[config.mk]
export PLATFORM = sky130hd
export DESIGN_NAME = carry_select_subtractor_pipe
export DESIGN_NICKNAME = d
export VERILOG_FILES = /design/src/rtl/carry_select_subtractor_pipe.sv
export SDC_FILE = /design/constraint.sdc
export NUM_CORES = 1
export LEC_CHECK = 0
export ABC_AREA = 1
export BUFFER_PORTS_ARGS = -buffer_cell sky130_fd_sc_hd__buf_2
export CELL_PAD_IN_SITES_DETAIL_PLACEMENT = 1
export CELL_PAD_IN_SITES_GLOBAL_PLACEMENT = 1
export CORE_MARGIN = 2
export CORE_UTILIZATION = 30
export CTS_CLUSTER_DIAMETER = 40
export DETAILED_ROUTE_END_ITERATION = 8
export GPL_TIMING_DRIVEN = 0
export PLACE_DENSITY = 0.61
export RECOVER_POWER = 50
export SYNTH_ARGS = -nofsm -noshare
export SYNTH_HDL_FRONTEND = slang
export SYNTH_SLANG_ARGS = --single-unit
[constraint.sdc]
create_clock -name clk -period 2.42 [get_ports clk]
set_input_delay 0.121 -clock clk [delete_from_list [all_inputs] [get_ports clk]]
set_output_delay 0.121 -clock clk [all_outputs]
set_load 0.02 [all_outputs]
[src/rtl/carry_select_subtractor_pipe.sv]
// Pipelined carry-select subtractor: diff = a - b - bin, one BLOCK-bit slice resolved per stage.
// Valid/ready on both ends; the whole pipe freezes while the output is held by the consumer.
module carry_select_subtractor_pipe #(
    parameter int N     = 16,
    parameter int BLOCK = 4
) (
    input  logic         clk,
    input  logic         rst_n,
    input  logic         in_valid,
    output logic         in_ready,
    input  logic [N-1:0] a,
    input  logic [N-1:0] b,
    input  logic         bin,
    output logic         out_valid,
    input  logic         out_ready,
    output logic [N-1:0] diff,
    output logic         bout,
    output logic         ovf
);
    localparam int S = N / BLOCK;

    if (BLOCK < 1 || N % BLOCK != 0) begin : g_bad_params
        $error("carry_select_subtractor_pipe: N must be a positive multiple of BLOCK");
    end

    // Slice difference with its borrow out in the top bit.
    function automatic logic [BLOCK:0] slice_sub(input logic [BLOCK-1:0] x,
                                                 input logic [BLOCK-1:0] y,
                                                 input logic             bw);
        return {1'b0, x} - {1'b0, y} - {{BLOCK{1'b0}}, bw};
    endfunction

    logic stall;
    assign stall    = out_valid & ~out_ready;
    assign in_ready = ~stall;

    for (genvar s = 0; s < S; s++) begin : g_stage
        localparam int REM = N - s * BLOCK;

        logic [REM-1:0]         a_in;
        logic [REM-1:0]         b_in;
        logic                   bor_in;
        logic                   vld_in;
        logic [BLOCK:0]         d0;
        logic [BLOCK:0]         d1;
        logic [BLOCK:0]         sel;
        logic [(s+1)*BLOCK-1:0] diff_nx;
        logic [(s+1)*BLOCK-1:0] diff_p;
        logic                   bor_p;
        logic                   vld_p;

        // Stage boundary: stage s consumes the unprocessed operand bits left by stage s-1.
        if (s == 0) begin : g_src
            assign a_in    = a;
            assign b_in    = b;
            assign bor_in  = bin;
            assign vld_in  = in_valid;
            assign diff_nx = sel[BLOCK-1:0];
        end else begin : g_src
            always_ff @(posedge clk or negedge rst_n) begin
                if (!rst_n) begin
                    a_in <= '0;
                    b_in <= '0;
                end else if (!stall) begin
                    a_in <= g_stage[s-1].a_in[REM+BLOCK-1:BLOCK];
                    b_in <= g_stage[s-1].b_in[REM+BLOCK-1:BLOCK];
                end
            end
            assign bor_in  = g_stage[s-1].bor_p;
            assign vld_in  = g_stage[s-1].vld_p;
            assign diff_nx = {sel[BLOCK-1:0], g_stage[s-1].diff_p};
        end

        assign d0  = slice_sub(a_in[BLOCK-1:0], b_in[BLOCK-1:0], 1'b0);
        assign d1  = slice_sub(a_in[BLOCK-1:0], b_in[BLOCK-1:0], 1'b1);
        assign sel = bor_in ? d1 : d0;

        always_ff @(posedge clk or negedge rst_n) begin
            if (!rst_n) begin
                diff_p <= '0;
                bor_p  <= 1'b0;
                vld_p  <= 1'b0;
            end else if (!stall) begin
                diff_p <= diff_nx;
                bor_p  <= sel[BLOCK];
                vld_p  <= vld_in;
            end
        end
    end

    // The last stage still sees the operand sign bits at the top of its slice.
    logic a_msb;
    logic b_msb;
    logic ovf_nx;
    logic ovf_p;
    assign a_msb  = g_stage[S-1].a_in[BLOCK-1];
    assign b_msb  = g_stage[S-1].b_in[BLOCK-1];
    assign ovf_nx = (a_msb ^ b_msb) & (g_stage[S-1].sel[BLOCK-1] ^ a_msb);

    always_ff @(posedge clk or negedge rst_n) begin
        if (!rst_n) begin
            ovf_p <= 1'b0;
        end else if (!stall) begin
            ovf_p <= ovf_nx;
        end
    end

    assign diff      = g_stage[S-1].diff_p;
    assign bout      = g_stage[S-1].bor_p;
    assign out_valid = g_stage[S-1].vld_p;
    assign ovf       = ovf_p;

endmodule

==> impl_metrics.tcl <==
set metrics [dict create \
    synthToLayoutAreaGrowth_pct 23.5 \
    ant_nets 0 \
    synth_fp_nets 613 \
    worstSetupStartpointType "flop" \
    power_leakage_nw 2.93 \
    post_cts_buffers 0 \
    max_stage_delay_ns 0.52 \
    cpMostUsedCell "ha_1" \
    p_seq_share_pct 35.8 \
    cts_tree "done" \
    yosysSeqAreaShare_pct 53.1 \
    grt-ovfl-total 0 \
    nets 706 \
    crit_path_cell_trace "ha_1 -> fa_1 -> ha_1 -> nand2_1 -> nor2_1 -> nand4_1 -> nand3_1 -> o21ai_0" \
    holdWs_ns 0.000646 \
    hpwlAfterDp_mm 8.71 \
    instances_no_fill 838 \
    cts-htree-levels 3 \
    grt_pass1_vias 4095 \
    post_cts_hold_buffer_count 25 \
    finalClockSkew_ns 0.00827 \
    avgSynthCellArea_sq_um 8.28 \
    io_buffers 56 \
    seq_area_sq_um 2430 \
    die_w_microns 127 \
    cp_top_family "adder cells" \
    timing.fmax_mhz 487 \
    clock_power_share_pct 19.5 \
    dp_slack_ns 0.358 \
    slew_headroom_pct 12.4 \
    insertedDiodeCount 0 \
    rsz0062_at_grt "false" \
    cts-buffers-inserted 9 \
    initial_core_util_pct 30.4 \
    switching_power_mw 3.20 \
    worstPathRequired_ns 2.63 \
    worstMarginPinSlew_ns 1.31 \
    viasPerCell 4.54 \
    path_clk_slew_ns 0.07 \
    timing.critical_path.buf_inv 0 \
    fin_crit_sh_pct 84.8 \
    intPower_mw 4.33 \
    fillers 1808 \
    grt_pass1_wl_mm 20.5 \
    die_height_microns 127 \
    end_kind "flop" \
    routed_wl_mm 12.0 \
    multi_input_area_sq_um 1840 \
    core_region_area_sq_um 15000 \
    power.density_nw_per_um2 1330 \
    hold_violations 0 \
    cts_buffer_depth 2 \
    synth-seq-cells 97 \
    via_count 3806 \
    tns_ns 0 \
    arrival_ns 2.26 \
    first_iter_violations 161 \
    slew_violations 0 \
    antenna_found_initial 0 \
    max-cap-violations 0 \
    syn_inst 552 \
    grt_max_degree 51 \
    ys_warn_count 0 \
    setup_viol 0 \
    p_comb_share_pct 44.8 \
    worstHoldPathType "input port to flop" \
    dr.pass1.iters 4 \
    post-place-cells 797 \
    ctsResizeCount 0 \
    dieArea_sq_um 16200 \
    clkSinkCount 97 \
    min_period_ns 2.05 \
    drc 0 \
    grt.total_usage_pct 16.0 \
    utilization_pct 37.5 \
    clk_latency_ns 0.35 \
    floorplan.rows 45 \
    synth_cell_types 25 \
    io_pins 57 \
    syn-cell-area_sq_um 4570 \
    gp_congestion 0.736 \
    cts_root_buffer "clkbuf_16" \
    setup_ws_ns 0.368 \
    crit_slowest_cell "fa_1" \
    status "completed" \
    critPathMaxFanout 3 \
    irDropWorstVdd_mv 0.328 \
    avgRoutedWirePerCell_microns 14.3 \
    switching_share_pct 42.5 \
    drive_above_1_share_pct 10.0 \
    criticalPathCategory "flop to flop" \
]
## cell usage in the layout, fill, tap and decap left out, types with 2 or more instances in the layout
master | synthesis | layout
o21ai_0 | 50 | 50
clkinv_4 | 0 | 2
a31oi_1 | 2 | 2
fa_1 | 4 | 4
ha_1 | 20 | 20
nand3_1 | 27 | 27
clkbuf_16 | 0 | 9
clkbuf_1 | 11 | 31
nor3_1 | 2 | 2
and2_1 | 2 | 2
inv_1 | 56 | 56
nor2_1 | 19 | 19
dfrtp_1 | 97 | 97
dlygate4sd3_1 | 0 | 25
a21oi_1 | 7 | 7
nand3b_1 | 2 | 2
nand2_1 | 228 | 228
a21o_1 | 2 | 2
nand4_1 | 3 | 3
xnor2_1 | 3 | 3
or2_1 | 2 | 2
buf_2 | 9 | 45
## Yosys cell counts
cell type  count  share of area (%)
a21o_1         2               0.33
a21oi_1        7               0.77
a2bb2oi_1      1               0.19
a31oi_1        2               0.27
and2_1         2               0.27
buf_2          9               0.99
clkbuf_1      11               0.90
dfrtp_1       97                 53
fa_1           4                1.8
ha_1          20                5.5
inv_1         56                4.6
inv_2          1              0.082
nand2_1      228                 19
nand3_1       27                3.0
nand3b_1       2               0.33
nand4_1        3               0.41
nor2_1        19                1.6
nor2_4         1               0.25
nor3_1         2               0.22
o211ai_1       1               0.16
o21ai_0       50                5.5
o22a_1         1               0.19
or2_1          2               0.27
or2_2          1               0.14
xnor2_1        3               0.57
## path summary, 6_finish.rpt
kind	start	endpoint	slack [ns]	depth (start not counted)
setup / recovery	g_stage[2].b_in[0]$_DFFE_PN0N_	g_stage[2].bor_p$_DFFE_PN0N_	0.37	8
hold / removal	a[9]	g_stage[1].a_in[5]$_DFFE_PN0N_	0.0006	3
setup reg to reg	g_stage[2].b_in[0]$_DFFE_PN0N_	g_stage[2].bor_p$_DFFE_PN0N_	0.37	8
hold reg to reg	g_stage[2].vld_p$_DFFE_PN0N_	out_valid$_DFFE_PN0N_	0.45	2
max in group asynchronous	rst_n	g_stage[1].diff_p[6]$_DFFE_PN0N_	0.94	3
min in group asynchronous	rst_n	diff[14]$_DFFE_PN0N_	0.61	2
## tightest hold or removal path, delay by kind of cell
| family | cells | cell delay (ns) |
|---|---|---|
| buffers and inverters | 1 | 0.10 |
| AND/OR/NAND/NOR | 2 | 0.10 |
## metal layers
metal | vias up | part of all wire (%) | wire, microns | track usage (%)
met2 | 38 | 49 | 5800 | 27.2
met4 | 0 | 1.2 | 141 | 4.46
met3 | 11 | 2.4 | 291 | 2.81
li1 | 1910 | - | - | -
met1 | 1847 | 48 | 5720 | 21.2
met5 | - | 0 | 0 | 0
## state kept, by name (all words and copies together), names as in the netlist
| signal | flops |
|---|---|
| g_stage.vld_p | 3 |
| ovf | 1 |
| diff | 16 |
| g_stage.diff_p | 24 |
| out_valid | 1 |
| g_stage.b_in | 24 |
| g_stage.a_in | 24 |
| g_stage.bor_p | 3 |
| bout | 1 |
## power by group through the flow
stage | Combinational (mW) | Sequential [mW] | Clock (mW)
2_1_floorplan | 2.23 | 2.82 | 0
3_3_place_gp | 3.26 | 2.69 | 0
3_5_place_dp | 3.42 | 2.72 | 0
4_1_cts | 3.48 | 2.70 | 1.50
5_1_grt | 3.93 | 2.79 | 1.57
6_report | 3.37 | 2.69 | 1.46
## layout make-up
class                   instances  area share, %
plain buffers                  20           1.53
clock buffers                  10           4.06
clock inverters                 6           1.33
inverters                      57           3.79
multi-input cells             378           32.7
flip-flops and latches         97           43.0
well taps                     188           4.17
repair buffers                 82           9.47
## stage by stage
| step | instance area [sq um] | total power [mW] |
|---|---|---|
| after global placement | 5090 | 5.95 |
| after global routing | 5640 | 8.29 |
| after CTS | 5670 | 7.68 |
| after floorplan | 4570 | 5.05 |
| after detailed placement | 5120 | 6.15 |
| final | 5640 | 7.52 |
## kinds of logic after synthesis
family	after synthesis	synth area share (%)
and+or+nand+nor	287	25.1
DFF	97	53.1
buffers and inverters	77	6.57
AOI/OAI and AO/OA	64	7.39
adders and majority gates	24	7.23
xor gates and xnor gates	3	0.575
Power figures use the tool's default switching activity.
